===== config.mk =====
export PLATFORM = sky130hd
export DESIGN_NAME = arbitro_xor
export DESIGN_NICKNAME = d
export VERILOG_FILES = /design/src/rtl/arbitro_xor_pkg.sv /design/src/rtl/porta_xor_nbits.sv /design/src/rtl/arbitro_xor.sv
export SDC_FILE = /design/constraint.sdc
export NUM_CORES = 1
export LEC_CHECK = 0
export CORE_ASPECT_RATIO = 1.2
export CORE_UTILIZATION = 28
export CTS_BUF_LIST = sky130_fd_sc_hd__clkbuf_8 sky130_fd_sc_hd__clkbuf_16
export CTS_CLUSTER_DIAMETER = 60
export DETAILED_ROUTE_END_ITERATION = 12
export PLACE_DENSITY = 0.82
export SLEW_MARGIN = 20
export SYNTH_ARGS = -nofsm -noshare
export SYNTH_HDL_FRONTEND = slang
export SYNTH_SLANG_ARGS = --single-unit

===== constraint.sdc =====
create_clock -name clk -period 1 [get_ports clk]
set_input_delay 0.2 -clock clk [delete_from_list [all_inputs] [get_ports clk]]
set_output_delay 0.2 -clock clk [all_outputs]
set_load 0.1 [all_outputs]

===== src/rtl/arbitro_xor_pkg.sv =====
// arbitro_xor_pkg
// Shared definitions for the two-requester XOR arbiter:
//   - state_t       : arbiter FSM encoding (IDLE=0, BUSY=1)
//   - REQ0 / REQ1   : requester index constants
//   - DEFAULT_WIDTH : default operand/result width
package arbitro_xor_pkg;

  typedef enum logic {
    IDLE = 1'b0,
    BUSY = 1'b1
  } state_t;

  localparam logic REQ0 = 1'b0;
  localparam logic REQ1 = 1'b1;

  localparam int DEFAULT_WIDTH = 8;

endpackage : arbitro_xor_pkg


===== src/rtl/porta_xor_nbits.sv =====
// porta_xor_nbits
// Purely combinational WIDTH-bit bitwise XOR, no carry, no width growth.
// Ports:
//   a, b : WIDTH-bit operands
//   y    : WIDTH-bit result, y = a ^ b
module porta_xor_nbits #(
  parameter int WIDTH = 8
) (
  input  logic [WIDTH-1:0] a,
  input  logic [WIDTH-1:0] b,
  output logic [WIDTH-1:0] y
);

  assign y = a ^ b;

endmodule : porta_xor_nbits


===== src/rtl/arbitro_xor.sv =====
// arbitro_xor
// Round-robin arbiter and sequencer placing two requesters onto one shared
// XOR unit. A granted operand pair is XORed, registered and held on the
// result port until the consumer accepts it; only then is the next pair
// accepted, so one result at most every two cycles.
// Ports:
//   clk, rst                      : rising-edge clock, synchronous active-high reset
//   req0_valid/a/b, req0_ready    : requester 0 handshake and operands
//   req1_valid/a/b, req1_ready    : requester 1 handshake and operands
//   res_valid, res_ready          : result handshake
//   res_data                      : registered a ^ b
//   res_id                        : requester that produced res_data
//   res_parity                    : reduction XOR of res_data, only when
//                                   ARBITRO_XOR_PARITY_EN is defined
module arbitro_xor
  import arbitro_xor_pkg::*;
#(
  parameter int WIDTH = DEFAULT_WIDTH
) (
  input  logic             clk,
  input  logic             rst,
  input  logic             req0_valid,
  input  logic [WIDTH-1:0] req0_a,
  input  logic [WIDTH-1:0] req0_b,
  output logic             req0_ready,
  input  logic             req1_valid,
  input  logic [WIDTH-1:0] req1_a,
  input  logic [WIDTH-1:0] req1_b,
  output logic             req1_ready,
  output logic             res_valid,
  input  logic             res_ready,
  output logic [WIDTH-1:0] res_data,
  output logic             res_id
`ifdef ARBITRO_XOR_PARITY_EN
  ,
  output logic             res_parity
`endif
);

  state_t           state;
  state_t           state_next;
  logic             last_grant;
  logic             grant_any;
  logic             grant_sel;
  logic             transfer;
  logic [WIDTH-1:0] op_a;
  logic [WIDTH-1:0] op_b;
  logic [WIDTH-1:0] xor_y;

  // Tie goes to whoever did not win last time; otherwise the lone requester.
  // Readys are gated by rst so nothing is handed out while resetting.
  always_comb begin
    grant_any  = 1'b0;
    grant_sel  = REQ0;
    req0_ready = 1'b0;
    req1_ready = 1'b0;
    state_next = state;

    if (req0_valid && req1_valid) begin
      grant_sel = ~last_grant;
    end else if (req1_valid) begin
      grant_sel = REQ1;
    end

    if (state == IDLE && !rst && (req0_valid || req1_valid)) begin
      grant_any = 1'b1;
    end

    req0_ready = grant_any && (grant_sel == REQ0);
    req1_ready = grant_any && (grant_sel == REQ1);

    case (state)
      IDLE:    if (grant_any) state_next = BUSY;
      BUSY:    if (res_ready) state_next = IDLE;
      default: state_next = IDLE;
    endcase
  end

  assign transfer = (req0_valid && req0_ready) || (req1_valid && req1_ready);

  // The shared XOR unit only ever sees the granted requester's operands.
  assign op_a = (grant_sel == REQ1) ? req1_a : req0_a;
  assign op_b = (grant_sel == REQ1) ? req1_b : req0_b;

  porta_xor_nbits #(
    .WIDTH(WIDTH)
  ) u_porta_xor (
    .a(op_a),
    .b(op_b),
    .y(xor_y)
  );

  // last_grant resets to REQ1 so requester 0 wins the first tie.
  always_ff @(posedge clk) begin
    if (rst) begin
      state      <= IDLE;
      last_grant <= REQ1;
      res_data   <= '0;
      res_id     <= REQ0;
`ifdef ARBITRO_XOR_PARITY_EN
      res_parity <= 1'b0;
`endif
    end else begin
      state <= state_next;
      if (transfer) begin
        res_data   <= xor_y;
        res_id     <= grant_sel;
        last_grant <= grant_sel;
`ifdef ARBITRO_XOR_PARITY_EN
        res_parity <= ^xor_y;
`endif
      end
    end
  end

  // A result is held exactly while the FSM sits in BUSY.
  assign res_valid = (state == BUSY);

endmodule : arbitro_xor


# Word level (Yosys, flattened, before mapping)
# Index checks and enable logic that the tools add are counted.
# totals
in_bits,37
output_inout_bits,12
regBits,11
wordCells,26
# classes
bitwise,4
muxes,8
reduce_logical,10
# op_table
op,n
8-bit two-way mux,2
8-bit XOR,1
1-bit logical AND,7
1-bit two-way mux,5
1-bit NOT,3
1-bit logical OR,2
1-bit one-hot mux with 2 select lines,1
1-bit zero test,1

# Longest topological paths before layout
# Gate-level depths: netlist of run 1.
# logic_depth
word_depth,7
mapped_depth,4
depth_no_buf,3

# By module
# From an unflattened synthesis of run 1, not the netlist that was laid out.
# hier_totals
cells_unflattened,76
hier_area_um2,813.3
# modules_own_cells
mod,area_each_um2,cells_per_inst,n_inst,seq_area_each_um2
arbitro_xor,743.2,68,1,220.2
porta_xor_nbits,70.1,8,1,0.0

# Worst setup path after synthesis of run 1
# Ideal clock, no wire load.
# synth_timing
path_type,flip-flop to flip-flop
start,reg state (netlist: res_valid)
end,reg last_grant
required_time_ns,0.748
stages_incl_launch_ff,4
period_less_slack_ns,3.416
setup_time_ns,0.252
path_buffers,0
arrival_ns,3.164
slack_ns,-2.416
path_cell_list,dfxtp_1 -> o21bai_2 -> nor3_1 -> a21oi_1
# synth_via
elab_chain_cells,7
word_cells_on_any_way,9
classes_between,mux: 1; bitwise: 1; reduce/logical: 7
# synth_lines
item,line_no,source
"start, declared",arbitro_xor.sv:40,state_t state;
"start signal, assigned",arbitro_xor.sv:104,state <= state_next;
1-bit NOT,-,
1-bit logical AND (2 in a row),arbitro_xor.sv:65,if (state == IDLE && !rst && (req0_valid || req1_valid)) begin
1-bit two-way mux,arbitro_xor.sv:65,
1-bit logical AND,arbitro_xor.sv:69,req0_ready = grant_any && (grant_sel == REQ0);
via req0_ready,arbitro_xor.sv:25,"output logic req0_ready,"
1-bit logical AND,arbitro_xor.sv:79,assign transfer = (req0_valid && req0_ready) || (req1_valid && req1_ready);
1-bit logical OR,arbitro_xor.sv:79,
"end signal, assigned",arbitro_xor.sv:108,last_grant <= grant_sel;
"end, declared",arbitro_xor.sv:42,logic last_grant;
# The timed path passes the listed nets, and every way through them passes these cells.
# A chain may end at the register's enable or synchronous reset.

# Worst setup path after layout of run 1
# layout_timing
start,reg state (netlist: res_valid)
end,out req1_ready
# layout_via
elab_chain_cells,5
# layout_lines
item,line_no,source
1-bit NOT,-,
1-bit logical AND (2 in a row),arbitro_xor.sv:65,
1-bit two-way mux,arbitro_xor.sv:65,
1-bit logical AND,arbitro_xor.sv:70,req1_ready = grant_any && (grant_sel == REQ1);
"end, declared",arbitro_xor.sv:29,"output logic req1_ready,"
# No other way between the ends.

==> results_dict.tcl, run 1 <==
set metrics [dict create \
    grt_pass1_vias 677 \
    synthDominantCellAreaShare_pct 36.7 \
    start_kind "register" \
    hold_viol 0 \
    io_pins 49 \
    clk_latency_ns 0.23 \
    htree_levels 1 \
    die-height_um 52.7 \
    via_per_inst 4.53 \
    place_hpwl_um 1460 \
    drive_gt1_share_pct 33.1 \
    cts.path.max_buffers 2 \
    antenna_found_initial 0 \
    drtIter0Drc 6 \
    finalCriticalPeriod_ns 1.41 \
    seqCellArea_um2 236 \
    setup_ws_ns -0.406 \
    required_ns 0.80 \
    synth_warnings 0 \
    powerDensity_nw_per_um2 1440 \
    grt_overflow 0 \
    post_drt_wl_per_cell_um 11.2 \
    crit_arrival_ns 1.21 \
    cts_tree "done" \
    drtAntennaViolNets 0 \
    synth_top_cell_by_area "dfxtp_1" \
    vias 697 \
    slew_viol_final 0 \
    synthCells 65 \
    rsz0062_at_grt "true" \
    portBuffers 48 \
    synth_flop_cell "dfxtp_1" \
    firstDrtPassIters 2 \
    n_fill_cell 163 \
    fmax_mhz 711 \
    tightest_slew_ns 0.384 \
    peakVddDrop_mv 1.25 \
    start_util_pct 29.3 \
    ys_seq_area_share_pct 36.7 \
    grt_max_degree 10 \
    fin_nets 162 \
    synthToLayoutAreaGrowth_pct 130 \
    synthTopCellsByCount "nand2_1 (16), xnor2_1 (16), dfxtp_1 (11)" \
    clock_skew_ns 0.000754 \
    post_synth.cell_area_avg_um2 9.24 \
    finalCritPeriodShare_pct 141 \
    grt_usage_pct 15.8 \
    violations "negative setup slack" \
    cts_root_buf "clkbuf_8" \
    syn_area_um2 601 \
    drc 0 \
    grt_pass1_wl_um 2680 \
    core_area_um2 2050 \
    die_x_um 44.3 \
    syn-num-nets 102 \
    path_max_fanout 3 \
    multi_input_area_um2 393 \
    ys_ff_latch 11 \
    final_core_util_pct 67.3 \
    placed_cells_incl_taps 147 \
    dieArea_um2 2330 \
    setup_viol 14 \
    power.leakage_nw 0.556 \
    numClockSinks 11 \
    end_kind "output port" \
    synth.distinct_cells 17 \
    dp_slack_ns -0.651 \
    setup.worst_path.class "reg -> out" \
    diodes 0 \
    cts_buffers 3 \
    holdCritPathClass "reg -> reg" \
    cap_viol_max_count 0 \
    row_count 18 \
    synth_edf_count 0 \
    async_flop_share_pct 0 \
    gp_congestion 0.690 \
    layoutNonFillerInstCount 154 \
    routed_wl_um 1730 \
    status "complete, but fails checks" \
    cts.clk_slew.worst_paths_ns 0.05 \
    relSlewSlack_pct 74.4 \
    synthTopCellsByArea "dfxtp_1 (37%), xnor2_1 (23%), a32o_1 (13%)" \
]
[cell type report]
class / count / share of cell area (%)
Multi-Input combinational cell: 51 / 28.5
Clock buffer: 3 / 2.99
Sequential cell: 11 / 17.1
Tap cell: 30 / 2.72
Inverter: 1 / 0.272
Clock inverter: 1 / 0.272
Timing Repair Buffer: 57 / 48.1
[power by group]
group | switching [mW] | total (mW) | internal [mW]
registers | 0.0511 | 0.553 | 0.502
logic | 0.548 | 1.00 | 0.456
clock network | 0.164 | 0.433 | 0.269
[cell families (layout without fill, tap and decap cells)]
| kind of cell | after synthesis | count (layout) | share of synthesized area, % |
|---|---|---|---|
| and+or+nand+nor | 21 | 21 | 15.2 |
| xor gates and xnor gates | 16 | 16 | 23.3 |
| AOI/OAI and AO/OA | 14 | 14 | 22.1 |
| DFF | 11 | 11 | 36.7 |
| buffers and inverters | 3 | 62 | 2.71 |
[metrics by stage]
step,hold slack [ns],TNS (ns),total power [mW],instance area (um2)
finish,0.486,-3.89,1.99,1380
global route,0.501,-4.48,2.08,1380
CTS,0.477,-2.61,2.00,1370
detailed placement,0.483,-7.64,1.56,1310
global placement,0.460,-7.12,1.54,1310
floorplan,0.401,-5.09,1.10,641
[worst max-delay path, cell delays in order (launching register included)]
cell	delay, ns
dfxtp_4	0.34
o21bai_4	0.19
nor3_4	0.24
buf_12	0.20
[routing by layer]
metal / vias up / wire length [um] / global-route usage [%]
li1: 344 / - / -
met1: 328 / 592 / 15.3
met2: 23 / 1050 / 31.1
met3: 2 / 70 / 2.76
met4: 0 / 18 / 7.58
met5: - / 0 / 0
[what timing repair did]
| action | 4_1_cts | 5_1_grt |
|---|---|---|
| pin swaps | 2 | 2 |
| hold buffers | 0 | 0 |
| setup endpoints to repair | 14 | 14 |
| buffers inserted | 1 | 3 |
| gates resized for setup | 6 | 0 |
[final timing paths]
kind	startpoint	cells after the start	endpoint	slack [ns]
max	res_valid	3	req1_ready	-0.41
min	last_grant	2	last_grant	0.49
max reg2reg	res_valid	5	res_data[2]	-0.32
min reg2reg	last_grant	2	last_grant	0.49
[layout by cell type (no fill, tap or decap), types with 2 or more instances in the layout]
master	instances
a21o_1	2
a32o_1	8
buf_12	12
buf_4	9
clkbuf_8	3
clkdlybuf4s50_1	33
dfxtp_2	10
dlygate4sd2_1	3
inv_1	2
nand2_1	16
nor3_4	2
xnor2_1	16
[state kept, by name, indices dropped and copies added, names as in the netlist]
| register | count |
|---|---|
| res_valid | 1 |
| res_id | 1 |
| last_grant | 1 |
| res_data | 8 |
(Power assumes the default switching activity.)
==> run 2: changes to the inputs <==
SETUP_SLACK_MARGIN = 0.2   (was unset)
==> run 2 against run 1 <==
  * The flow still finishes with violations (negative setup slack)
  * Non-clock buffer count is 2 higher
  * Die area stayed put
  * Via count is 0.14% lower
==> results_dict.tcl, run 2 (same netlist as run 1, synthesis figures left out) <==
set metrics [dict create \
    grt_max_degree 10 \
    rsz0062_at_grt "true" \
    vias 696 \
    path_max_fanout 4 \
    peakVddDrop_mv 1.13 \
    final_common_cell "clkdlybuf4s50_1" \
    die-height_um 52.7 \
    synthToLayoutAreaGrowth_pct 140 \
    post_drt_wl_per_cell_um 11.7 \
    htree_levels 1 \
    p_clk_share_pct 21.3 \
    fin_nets 164 \
    status "complete, but fails checks" \
    cts.path.max_buffers 2 \
    die_x_um 44.3 \
    drive_gt1_share_pct 34.1 \
    internal_power_mw 1.24 \
    fmax_mhz 703 \
    drtIter0Drc 9 \
    end_kind "output port" \
    routed_wl_um 1830 \
    antenna_found_initial 0 \
    core_area_um2 2050 \
    portBuffers 48 \
    start_kind "register" \
    p_sw_share_pct 38.2 \
    grt_overflow 0 \
    violations "negative setup slack" \
    seqPwrFrac_pct 27.5 \
    cts_buffers 3 \
    cts_tree "done" \
    diodes 0 \
    required_ns 0.80 \
    relSlewSlack_pct 73.3 \
    drc 0 \
    post_dp_cell_area_um2 1340 \
    tightest_slew_ns 0.400 \
    powerDensity_nw_per_um2 1390 \
    cts_root_buf "clkbuf_8" \
    gp_congestion 0.786 \
    critPathMaxStageDelay_ns 0.34 \
    cp_slowest_cell "dfxtp_4" \
    grt_pass1_wl_um 2920 \
    largest_register_ffs 8 \
    finish.instance_area_um2 1440 \
    setup.worst_path.class "reg -> out" \
    dp_slack_ns -0.635 \
    place_hpwl_um 1560 \
    cts.clk_slew.worst_paths_ns 0.05 \
    io_pins 49 \
    finalCritPeriodShare_pct 142 \
    cap_viol_max_count 0 \
    switching_power_uw 765 \
    via_per_inst 4.46 \
    row_count 18 \
    final_core_util_pct 70.3 \
    power.leakage_nw 0.576 \
    n_fill_cell 149 \
    max_flop_register "res_data" \
    setup_viol 14 \
    setup_ws_ns -0.422 \
    finalCriticalPeriod_ns 1.42 \
    grt_pass1_vias 712 \
    crit_chain "o21bai_4 > nor3_4 > buf_12" \
    hold_viol 0 \
    start_util_pct 29.3 \
    clk_latency_ns 0.23 \
    comb_power_share_pct 51.2 \
    crit_arrival_ns 1.22 \
    final_cell_mix "clkdlybuf4s50_1 (33), xnor2_1 (16), nand2_1 (16)" \
    clock_skew_ns 0.00205 \
    holdCritPathClass "reg -> reg" \
    slew_viol_final 0 \
    dieArea_um2 2330 \
    drtAntennaViolNets 0 \
    firstDrtPassIters 4 \
    numClockSinks 11 \
    grt_usage_pct 17.1 \
]
[run 2: cell types whose count changed in the layout (fill, tap and decap cells not counted), moves of 3 or more]
| cell | change |
|---|---|
| dfxtp_2 | -9 |
| dfxtp_4 | +9 |
| buf_6 | +5 |
| buf_4 | -3 |
[run 2: worst paths after layout]
check,start,end,slack [ns],cells after the start
worst min-delay path,last_grant,last_grant,0.47,2
worst max register to register,res_valid,res_id,-0.22,6
worst min register to register,last_grant,last_grant,0.47,2
worst max-delay path,res_valid,req1_ready,-0.42,3
[run 2: worst max-delay path, delay by kind of cell (launching register included)]
kind,cells,cell delay [ns]
AND/OR/NAND/NOR,1,0.25
buffers and inverters,1,0.20
flip-flops,1,0.34
AO/OA/AOI/OAI,1,0.20
[run 2: final cells by class]
class / count / area [um2] / share of cell area (%)
clock inverters: 1 / 3.75 / 0.261
multi-input cells: 51 / 397 / 27.5
flip-flops and latches: 11 / 259 / 18.0
repair buffers: 59 / 698 / 48.5
inverters: 1 / 3.75 / 0.261
well taps: 30 / 37.5 / 2.61
clock buffers: 3 / 41.3 / 2.87
[run 2: repair_timing]
item / CTS / global route
hold buffers: 0 / 0
setup endpoints to repair: 23 / 23
pin swaps: 2 / 1
setup buffers: 2 / 2
resized for setup: 5 / 6
[run 2: power groups by stage]
stage               Combinational (mW)  Sequential (mW)  Clock [mW]
detailed placement                1.00            0.559           0
global route                      1.07            0.560       0.471
finish                            1.03            0.552       0.426
floorplan                        0.228            0.870           0
global placement                 0.985            0.555           0
CTS                               1.01            0.553       0.439
[run 2: per-stage QoR]
step                std cells  setup TNS [ns]  hold slack, ns  power, mW
detailed placement        148           -7.59           0.470       1.56
global placement          148           -6.99           0.461       1.54
floorplan                  65           -5.07           0.401       1.10
finish                    156           -2.60           0.466       2.01
global route              156           -3.09           0.490       2.10
CTS                       154           -2.57           0.458       2.00
[run 2: routing by layer]
metal,wire length (um),vias to the layer above,global-route usage [%]
li1,-,349,-
met1,637,316,16.5
met3,111,2,4.48
met4,20,0,6.06
met5,0,-,0
met2,1060,29,33.6
